--- config.mk ---
export PLATFORM = sky130hd
export DESIGN_NAME = ad9764_tx
export DESIGN_NICKNAME = d
export VERILOG_FILES = /design/src/rtl/ad9764_tx_pkg.sv /design/src/rtl/dac_fifo.sv /design/src/rtl/ad9764_tx.sv
export SDC_FILE = /design/constraint.sdc
export NUM_CORES = 1
export LEC_CHECK = 0
export ABC_AREA = 0
export BUFFER_PORTS_ARGS = -buffer_cell sky130_fd_sc_hd__clkbuf_2
export CAP_MARGIN = 10
export CORE_ASPECT_RATIO = 0.9
export CORE_MARGIN = 2
export CORE_UTILIZATION = 40
export DETAILED_ROUTE_END_ITERATION = 10
export HOLD_SLACK_MARGIN = 0.08
export PLACE_DENSITY = 0.62
export SLEW_MARGIN = 20
export SYNTH_ARGS = -nofsm -noshare
export SYNTH_HDL_FRONTEND = slang
export SYNTH_SLANG_ARGS = --single-unit
export TNS_END_PERCENT = 10
--- constraint.sdc ---
create_clock -name iCLK -period 12.9 [get_ports iCLK]
set_input_delay 3.87 -clock iCLK [delete_from_list [all_inputs] [get_ports iCLK]]
set_output_delay 3.87 -clock iCLK [all_outputs]
set_load 0.005 [all_outputs]
--- src/rtl/ad9764_tx_pkg.sv ---
// Shared types and constants for the AD9764 dual-DAC transmit path.
package ad9764_tx_pkg;

    typedef enum logic [2:0] {
        ST_OFF,
        ST_WAKE,
        ST_PRIME,
        ST_RUN,
        ST_DRAIN
    } state_e;

    // Offset-binary zero: MSB set, all other bits clear.
    function automatic logic [31:0] midscale(input int unsigned d_bit);
        return 32'd1 << (d_bit - 1);
    endfunction

endpackage

--- src/rtl/dac_fifo.sv ---
// Synchronous first-word-fall-through FIFO; rdata shows the head word whenever not empty.
module dac_fifo #(
    parameter int WIDTH = 28,
    parameter int DEPTH = 16
) (
    input  logic                   clk,
    input  logic                   rst,
    input  logic                   flush,
    input  logic                   push,
    input  logic                   pop,
    input  logic [WIDTH-1:0]       wdata,
    output logic [WIDTH-1:0]       rdata,
    output logic [$clog2(DEPTH):0] level,
    output logic                   empty,
    output logic                   full
);
    localparam int AW = $clog2(DEPTH);

    logic [WIDTH-1:0] mem_q [DEPTH];
    logic [AW-1:0]    wr_ptr_q, wr_ptr_d;
    logic [AW-1:0]    rd_ptr_q, rd_ptr_d;
    logic [AW:0]      cnt_q, cnt_d;
    logic             push_ok, pop_ok;

    assign empty   = (cnt_q == '0);
    assign full    = (cnt_q == (AW+1)'(DEPTH));
    assign push_ok = push && !full;
    assign pop_ok  = pop && !empty;
    assign rdata   = mem_q[rd_ptr_q];
    assign level   = cnt_q;

    // Pointers are exactly AW bits wide, so they wrap modulo DEPTH for free.
    always_comb begin
        wr_ptr_d = wr_ptr_q + AW'(push_ok);
        rd_ptr_d = rd_ptr_q + AW'(pop_ok);
        cnt_d    = cnt_q + (AW+1)'(push_ok) - (AW+1)'(pop_ok);
        if (flush) begin
            wr_ptr_d = '0;
            rd_ptr_d = '0;
            cnt_d    = '0;
        end
    end

    always_ff @(posedge clk) begin
        if (rst) begin
            wr_ptr_q <= '0;
            rd_ptr_q <= '0;
            cnt_q    <= '0;
        end else begin
            wr_ptr_q <= wr_ptr_d;
            rd_ptr_q <= rd_ptr_d;
            cnt_q    <= cnt_d;
        end
    end

    always_ff @(posedge clk) begin
        if (push_ok) begin
            mem_q[wr_ptr_q] <= wdata;
        end
    end

endmodule

--- src/rtl/ad9764_tx.sv ---
// AD9764 transmit sequencer: power-up/prime/run/drain FSM over a sample FIFO.
// Define AD9764_UF_CNT_EN to add the saturating 16-bit underflow counter port oUF_CNT.
module ad9764_tx import ad9764_tx_pkg::*; #(
    parameter int CH_NUM     = 2,
    parameter int D_BIT      = 14,
    parameter int FIFO_DEPTH = 16,
    parameter int WAKE_DELAY = 8,
    parameter int PRIME_LVL  = 8
) (
    input  logic                        iCLK,
    input  logic                        iRST,
    input  logic                        iEN,
    input  logic [CH_NUM*D_BIT-1:0]     iDATA,
    input  logic                        iVALID,
    output logic                        oREADY,
    output logic [CH_NUM-1:0]           oDAC_CLK,
    output logic [CH_NUM*D_BIT-1:0]     oDAC_DATA,
    output logic [CH_NUM-1:0]           oSLEEP,
    output logic                        oRUN,
    output logic                        oUNDERFLOW,
    output logic [$clog2(FIFO_DEPTH):0] oLEVEL
`ifdef AD9764_UF_CNT_EN
    ,
    output logic [15:0]                 oUF_CNT
`endif
);
    localparam int DW    = CH_NUM * D_BIT;
    localparam int LVL_W = $clog2(FIFO_DEPTH) + 1;
    localparam int CNT_W = $clog2(WAKE_DELAY + 1) + 1;
    localparam logic [D_BIT-1:0] MID_CH   = D_BIT'(midscale(D_BIT));
    localparam logic [DW-1:0]    MID_WORD = {CH_NUM{MID_CH}};

    state_e             state_q, state_d;
    logic [CNT_W-1:0]   cnt_q, cnt_d;
    logic [DW-1:0]      dac_q, dac_d;
    logic [CH_NUM-1:0]  sleep_q, sleep_d;
    logic               run_q, run_d;
    logic               uf_q, uf_d;

    logic               fifo_push, fifo_pop, fifo_flush;
    logic               fifo_empty, fifo_full;
    logic [DW-1:0]      fifo_rdata;
    logic [LVL_W-1:0]   fifo_level;

    dac_fifo #(
        .WIDTH (DW),
        .DEPTH (FIFO_DEPTH)
    ) u_fifo (
        .clk   (iCLK),
        .rst   (iRST),
        .flush (fifo_flush),
        .push  (fifo_push),
        .pop   (fifo_pop),
        .wdata (iDATA),
        .rdata (fifo_rdata),
        .level (fifo_level),
        .empty (fifo_empty),
        .full  (fifo_full)
    );

    assign oREADY    = !fifo_full && (state_q inside {ST_WAKE, ST_PRIME, ST_RUN});
    assign fifo_push = iVALID && oREADY;

    always_comb begin
        state_d    = state_q;
        cnt_d      = cnt_q;
        dac_d      = dac_q;
        uf_d       = 1'b0;
        fifo_pop   = 1'b0;
        fifo_flush = 1'b0;
        case (state_q)
            ST_OFF: begin
                dac_d = MID_WORD;
                if (iEN) begin
                    state_d = ST_WAKE;
                    cnt_d   = CNT_W'(WAKE_DELAY);
                end
            end
            ST_WAKE: begin
                if (!iEN) begin
                    state_d    = ST_OFF;
                    cnt_d      = '0;
                    fifo_flush = 1'b1;
                end else if (cnt_q <= CNT_W'(1)) begin
                    state_d = ST_PRIME;
                    cnt_d   = '0;
                end else begin
                    cnt_d = cnt_q - CNT_W'(1);
                end
            end
            ST_PRIME: begin
                dac_d = MID_WORD;
                if (!iEN) begin
                    state_d = ST_DRAIN;
                end else if (fifo_level >= LVL_W'(PRIME_LVL)) begin
                    state_d = ST_RUN;
                end
            end
            ST_RUN: begin
                // Disable still consumes this cycle's word so every non-midscale cycle is one sample.
                if (!iEN) begin
                    state_d = ST_DRAIN;
                    if (fifo_empty) begin
                        dac_d = MID_WORD;
                    end else begin
                        fifo_pop = 1'b1;
                        dac_d    = fifo_rdata ^ MID_WORD;
                    end
                end else if (fifo_empty) begin
                    state_d = ST_PRIME;
                    dac_d   = MID_WORD;
                    uf_d    = 1'b1;
                end else begin
                    fifo_pop = 1'b1;
                    dac_d    = fifo_rdata ^ MID_WORD;
                end
            end
            ST_DRAIN: begin
                if (fifo_empty) begin
                    state_d = ST_OFF;
                    dac_d   = MID_WORD;
                end else begin
                    fifo_pop = 1'b1;
                    dac_d    = fifo_rdata ^ MID_WORD;
                end
            end
            default: begin
                state_d = ST_OFF;
                cnt_d   = '0;
                dac_d   = MID_WORD;
            end
        endcase
        sleep_d = (state_d == ST_OFF) ? '1 : '0;
        run_d   = (state_d == ST_RUN);
    end

    always_ff @(posedge iCLK) begin
        if (iRST) begin
            state_q <= ST_OFF;
            cnt_q   <= '0;
            dac_q   <= MID_WORD;
            sleep_q <= '1;
            run_q   <= 1'b0;
            uf_q    <= 1'b0;
        end else begin
            state_q <= state_d;
            cnt_q   <= cnt_d;
            dac_q   <= dac_d;
            sleep_q <= sleep_d;
            run_q   <= run_d;
            uf_q    <= uf_d;
        end
    end

    // Inverted clock gives the DAC half a cycle of setup on the registered data.
    assign oDAC_CLK   = {CH_NUM{~iCLK}};
    assign oDAC_DATA  = dac_q;
    assign oSLEEP     = sleep_q;
    assign oRUN       = run_q;
    assign oUNDERFLOW = uf_q;
    assign oLEVEL     = fifo_level;

`ifdef AD9764_UF_CNT_EN
    logic [15:0] uf_cnt_q, uf_cnt_d;

    always_comb begin
        uf_cnt_d = uf_cnt_q;
        if (uf_d && (uf_cnt_q != 16'hFFFF)) begin
            uf_cnt_d = uf_cnt_q + 16'd1;
        end
    end

    always_ff @(posedge iCLK) begin
        if (iRST) begin
            uf_cnt_q <= '0;
        end else begin
            uf_cnt_q <= uf_cnt_d;
        end
    end

    assign oUF_CNT = uf_cnt_q;
`endif

endmodule
**After elaboration in Yosys (flattened, before gate mapping)**

Memory sizes are Yosys's and may differ from the RTL's. A register that Yosys moved wholly into a read port is not among the register bits.
Index checks and enable logic that the tools add are counted.
W data, S select, Z words.

- Bits in latches: 0
- Word-level logic and storage cells: 68
- Output and inout port bits: 40
- Register bits: 53
- Memories: 1
- Memory bits (read-only): 0
- Bits in writable memories: 448

Memory list:

| name | depth | width | read ports | clocked after memory_dff | write ports | RTL line | text |
|---|---|---|---|---|---|---|---|
| u_fifo.mem_q | 16 | 28 | 1 | 1 | 1 | dac_fifo.sv:19 | `logic [WIDTH-1:0] mem_q [DEPTH];` |

- Div/mod/pow operators: 0
- Reductions and logical operators: 15
- Equality and inequality tests: 7
- $add $sub $neg: 5
- Multipliers: 0
- Bitwise logic cells: 5
- Shifts and indexed selects: 0
- Order comparisons: 2
- Mux-type cells: 24

Operators by type and width:

| operator | count |
|---|---|
| $pmux W28 S2 | 1 |
| $mux W28 | 1 |
| $mux W3 | 8 |
| $mux W5 | 3 |
| $pmux W3 S5 | 1 |
| $pmux W5 S3 | 1 |
| $eq A3 B2 Y1 const B | 3 |
| $add A4 B1 Y4 | 2 |
| $mux W1 | 7 |
| $logic_not A3 Y1 | 2 |
| $reduce_or A3 Y1 | 2 |
| $add A5 B1 Y5 | 1 |
| $eq A5 B5 Y1 const B | 1 |
| $ge A5 B4 Y1 const B | 1 |
| $le A5 B1 Y1 const B | 1 |
| $logic_not A5 Y1 | 1 |
| $sub A5 B1 Y5 | 1 |
| $sub A5 B1 Y5 const B | 1 |
| $logic_and A1 B1 Y1 | 4 |
| $mux W4 | 1 |
| $not A1 Y1 | 4 |
| $reduce_or A2 Y1 | 2 |
| $eq A3 B1 Y1 const B | 1 |
| $eq A3 B3 Y1 const B | 1 |
| other kinds (6) | 7 |

**Depth between registers and ports, before layout**

- Depth after elaboration: 7
- Depth in mapped cells: 13
- Gate-level depth less buffers: 13

**Cells and area by module**

A second synthesis with hierarchy kept.

- Cells, all modules: 1069
- Area, all modules: 19422.4 µm²

By module, submodules not included:

| module | area each (µm²) | times used | seq. area each (µm²) | cells each |
|---|---|---|---|---|
| dac_fifo | 17854.6 | 1 | 13713.2 | 898 |
| ad9764_tx | 1567.8 | 1 | 780.7 | 171 |

==> results.tsv <==
stage	metric	value	unit
clocking	htree_levels	2	
floorplanning	ios	72	
clocking	cts_tree	yes	
sta	max_slew.worst_pin.slew	1.15	ns
clocking	cts.clk_slew.worst_paths	0.06	ns
yosys	syn_area	19200	um^2
worst_setup_path	setup.worst_path.start	iCLK	
grt	grt_overflow	0	
route	dr_wl_met3	1.62	mm
final_layout	final_area	22100	um^2
job	drv_cap	0	
worst_setup_path	reg2reg_slack	9.53	ns
power_and_ir_drop	clkPwrFrac	43.6	%
grt	grtUsageTotal	15.5	%
route	routed_via_density	5.29	
yosys	synth-compound-area-share	2.44	%
place	place_area	20300	um^2
sta	max-slew-margin-rel	23.2	%
power_and_ir_drop	power.switching	0.674	mW
power_and_ir_drop	vdd_ir_drop_max	0.112	mV
yosys	yosysTopAreaCellShare	69.9	%
grt	grt_pass1_wl	58.5	mm
yosys	ys.flop_type	edfxtp_1	
grt	grt_max_degree	66	
final_layout	seq_area	14500	um^2
route	wl_met2	18.2	mm
final_layout	layout.nets	1044	
yosys	synthTopCellsByCount	edfxtp_1, mux4_2, dfxtp_1	
final_layout	multi_input_area	4550	um^2
grt	grt_pass1_vias	9476	
route	highest_layer	met4	
route	m1WireLength	17.6	mm
sta	setup-tns-final	0	ns
min_path	min_from	oDAC_DATA[24]	
worst_setup_path	cp_data_required_time	9.03	ns
route	drt_iter0_drc	728	
final_layout	fill_cells	3956	
clocking	post_cts.repair.setup_buffers	0	
final_layout	syn_to_final_growth	14.9	%
worst_setup_path	critPathKind	clk2out	
floorplanning	die_w	235	um
min_path	hold_path.class	reg2reg	
yosys	syn_nets	950	
yosys	synth.distinct_cells	50	
worst_setup_path	cp_cell_sequence	clkbuf_16 -> clkbuf_16 -> clkbuf_16 -> inv_1 -> clkbuf_2	
yosys	post_synth.cell_area_avg	21.3	um^2
place	pre_cts_ws	2.44	ns
route	wl_per_cell	22.9	um
sta	drv_slew	0	
yosys	async_flop_share	0	%
floorplanning	die_y	212	um
power_and_ir_drop	power.internal	2.67	mW
yosys	ys_seq_area_share	75.3	%
power_and_ir_drop	swShare	20.1	%
worst_setup_path	r2r_start	u_fifo.level[2]	
yosys	synth_most_common_cell	edfxtp_1	
route	routed_wl	38.0	mm
route	vias	8796	
route	drc	0	
power_and_ir_drop	power_density	151	nW/um^2
route	detail-route-antenna-nets	0	
floorplanning	dieArea	49900	um^2
sta	clock_skew	0.0187	ns
route	drt_first_pass_iters	5	
yosys	ys_ff_latch	500	
final_layout	antenna_cells	0	
worst_setup_path	start_kind	clock port	
place	place_congestion	0.727	
floorplanning	rows	76	
sta	setup_viol	0	
grt	antenna_found_initial	0	
power_and_ir_drop	p_leak	6.90	nW
clocking	insertion_delay	0.58	ns
worst_setup_path	crit_family	buffers and inverters	
sta	setup_ws	1.87	ns
yosys	synth_mux_area_share	16.3	%
sta	hold_violations	0	
outcome	outcome	finished clean	
sta	rsz0062_at_grt	false	
clocking	cts_buffers	50	
clocking	root_buffer	clkbuf_16	
clocking	cts_buffer_depth	3	
yosys	synthSimpleGateAreaFrac	2.99	%
place	port_buffers	71	
power_and_ir_drop	seq_power_share	53.4	%
yosys	syn_inst	904	
sta	holdWs	0.489	ns
worst_setup_path	cp-end-kind	output pin	
worst_setup_path	arrival	7.16	ns
yosys	yosys.area.top_type	edfxtp_1	
power_and_ir_drop	comb_power_share	3.0	%
worst_setup_path	slowest_stage	clkbuf_16	
clocking	cts.repair.resized	0	
yosys	synthAdderAreaFrac	0.949	%
floorplanning	coreArea	47600	um^2
worst_setup_path	crit_path_max_fanout	13	
yosys	synth-xor-area-share	0.364	%
yosys	synth_top_family_by_area	multiplexers	
yosys	synth_edf_count	448	
worst_setup_path	crit_top_cell	clkbuf_16	
final_layout	drive_gt1_share	32.2	%
worst_setup_path	cp_slowest_stage_delay	0.22	ns
place	dpl.hpwl	21.2	mm
worst_setup_path	crit_buf_inv	5	
yosys	synth_warnings	0	
clocking	ctsHoldBuffers	0	
floorplanning	start_util	40.4	%
yosys	yosys-top-cells-area	edfxtp_1, mux4_2, dfxtp_1	
==> layer usage <==
layer | GRT usage, % | vias up
met5 | 0 | -
met2 | 24.9 | 164
li1 | - | 3920
met4 | 4.52 | 0
met1 | 21.9 | 4657
met3 | 2.70 | 55
==> final cells by class <==
cell class                 count  area share (%)
inverter                      16           0.272
timing repair buffer          85            2.43
clock inverter                32            1.22
tap                          624            3.53
multi-input combinational    341            20.6
sequential                   500            65.6
clock buffer                  65            6.35
==> per-stage QoR <==
stage	instances	total power [mW]	utilization (%)
finish	1663	3.35	46.4
global route	1663	3.46	46.4
CTS	1659	3.38	46.2
detailed placement	1565	1.93	42.7
global placement	1565	1.93	42.7
floorplan	904	1.88	-
==> path summary, 6_finish.rpt <==
| kind | cells past startpoint | endpoint |
|---|---|---|
| worst max register to register | 7 | u_fifo.mem_q[0][21] |
| worst min-delay path | 1 | oDAC_DATA[24] |
| worst max-delay path | 5 | oDAC_CLK[0] |
| worst min register to register | 1 | oDAC_DATA[24] |
==> flip-flops by register name (all words and copies together) (netlist names) <==
register         cells
state_q              3
oUNDERFLOW           1
oSLEEP               1
oRUN                 1
u_fifo.wr_ptr_q      4
oDAC_DATA           28
cnt_q                5
u_fifo.rd_ptr_q      4
u_fifo.mem_q       448
u_fifo.level         5
==> layout by cell type (no fill, tap or decap), drive strengths merged, types with 3 or more instances in the layout <==
cell type	n
nand3	3
clkbuf	134
clkinv	23
xnor2	3
xor2	5
a221o	27
nor2	27
mux4	112
a22oi	3
nand3b	4
and2	7
bufinv	5
ha	13
nor3	11
or3b	3
dfxtp	52
mux2	30
buf	16
nor2b	27
inv	18
edfxtp	448
nand2b	5
nor4b	3
mux2i	27
a21oi	7
==> power groups by stage <==
stage                     registers, mW  logic (mW)  clock network, mW
after floorplan                    1.82      0.0575            0.00744
after global placement             1.82       0.100            0.00844
after detailed placement           1.82       0.103            0.00844
after CTS                          1.79       0.104               1.49
after global routing               1.79       0.114               1.56
final                              1.79       0.102               1.46
==> kinds of logic (layout without fill, tap and decap cells) <==
group | Yosys count | count (layout)
flip-flops | 500 | 500
AND/OR/NAND/NOR | 98 | 98
multiplexers | 169 | 169
XOR/XNOR | 8 | 8
AO/OA/AOI/OAI | 52 | 52
adder cells (fa/ha/maj) | 14 | 14
buffers and inverters | 63 | 198
No activity file was read; power rests on OpenSTA's default activity.
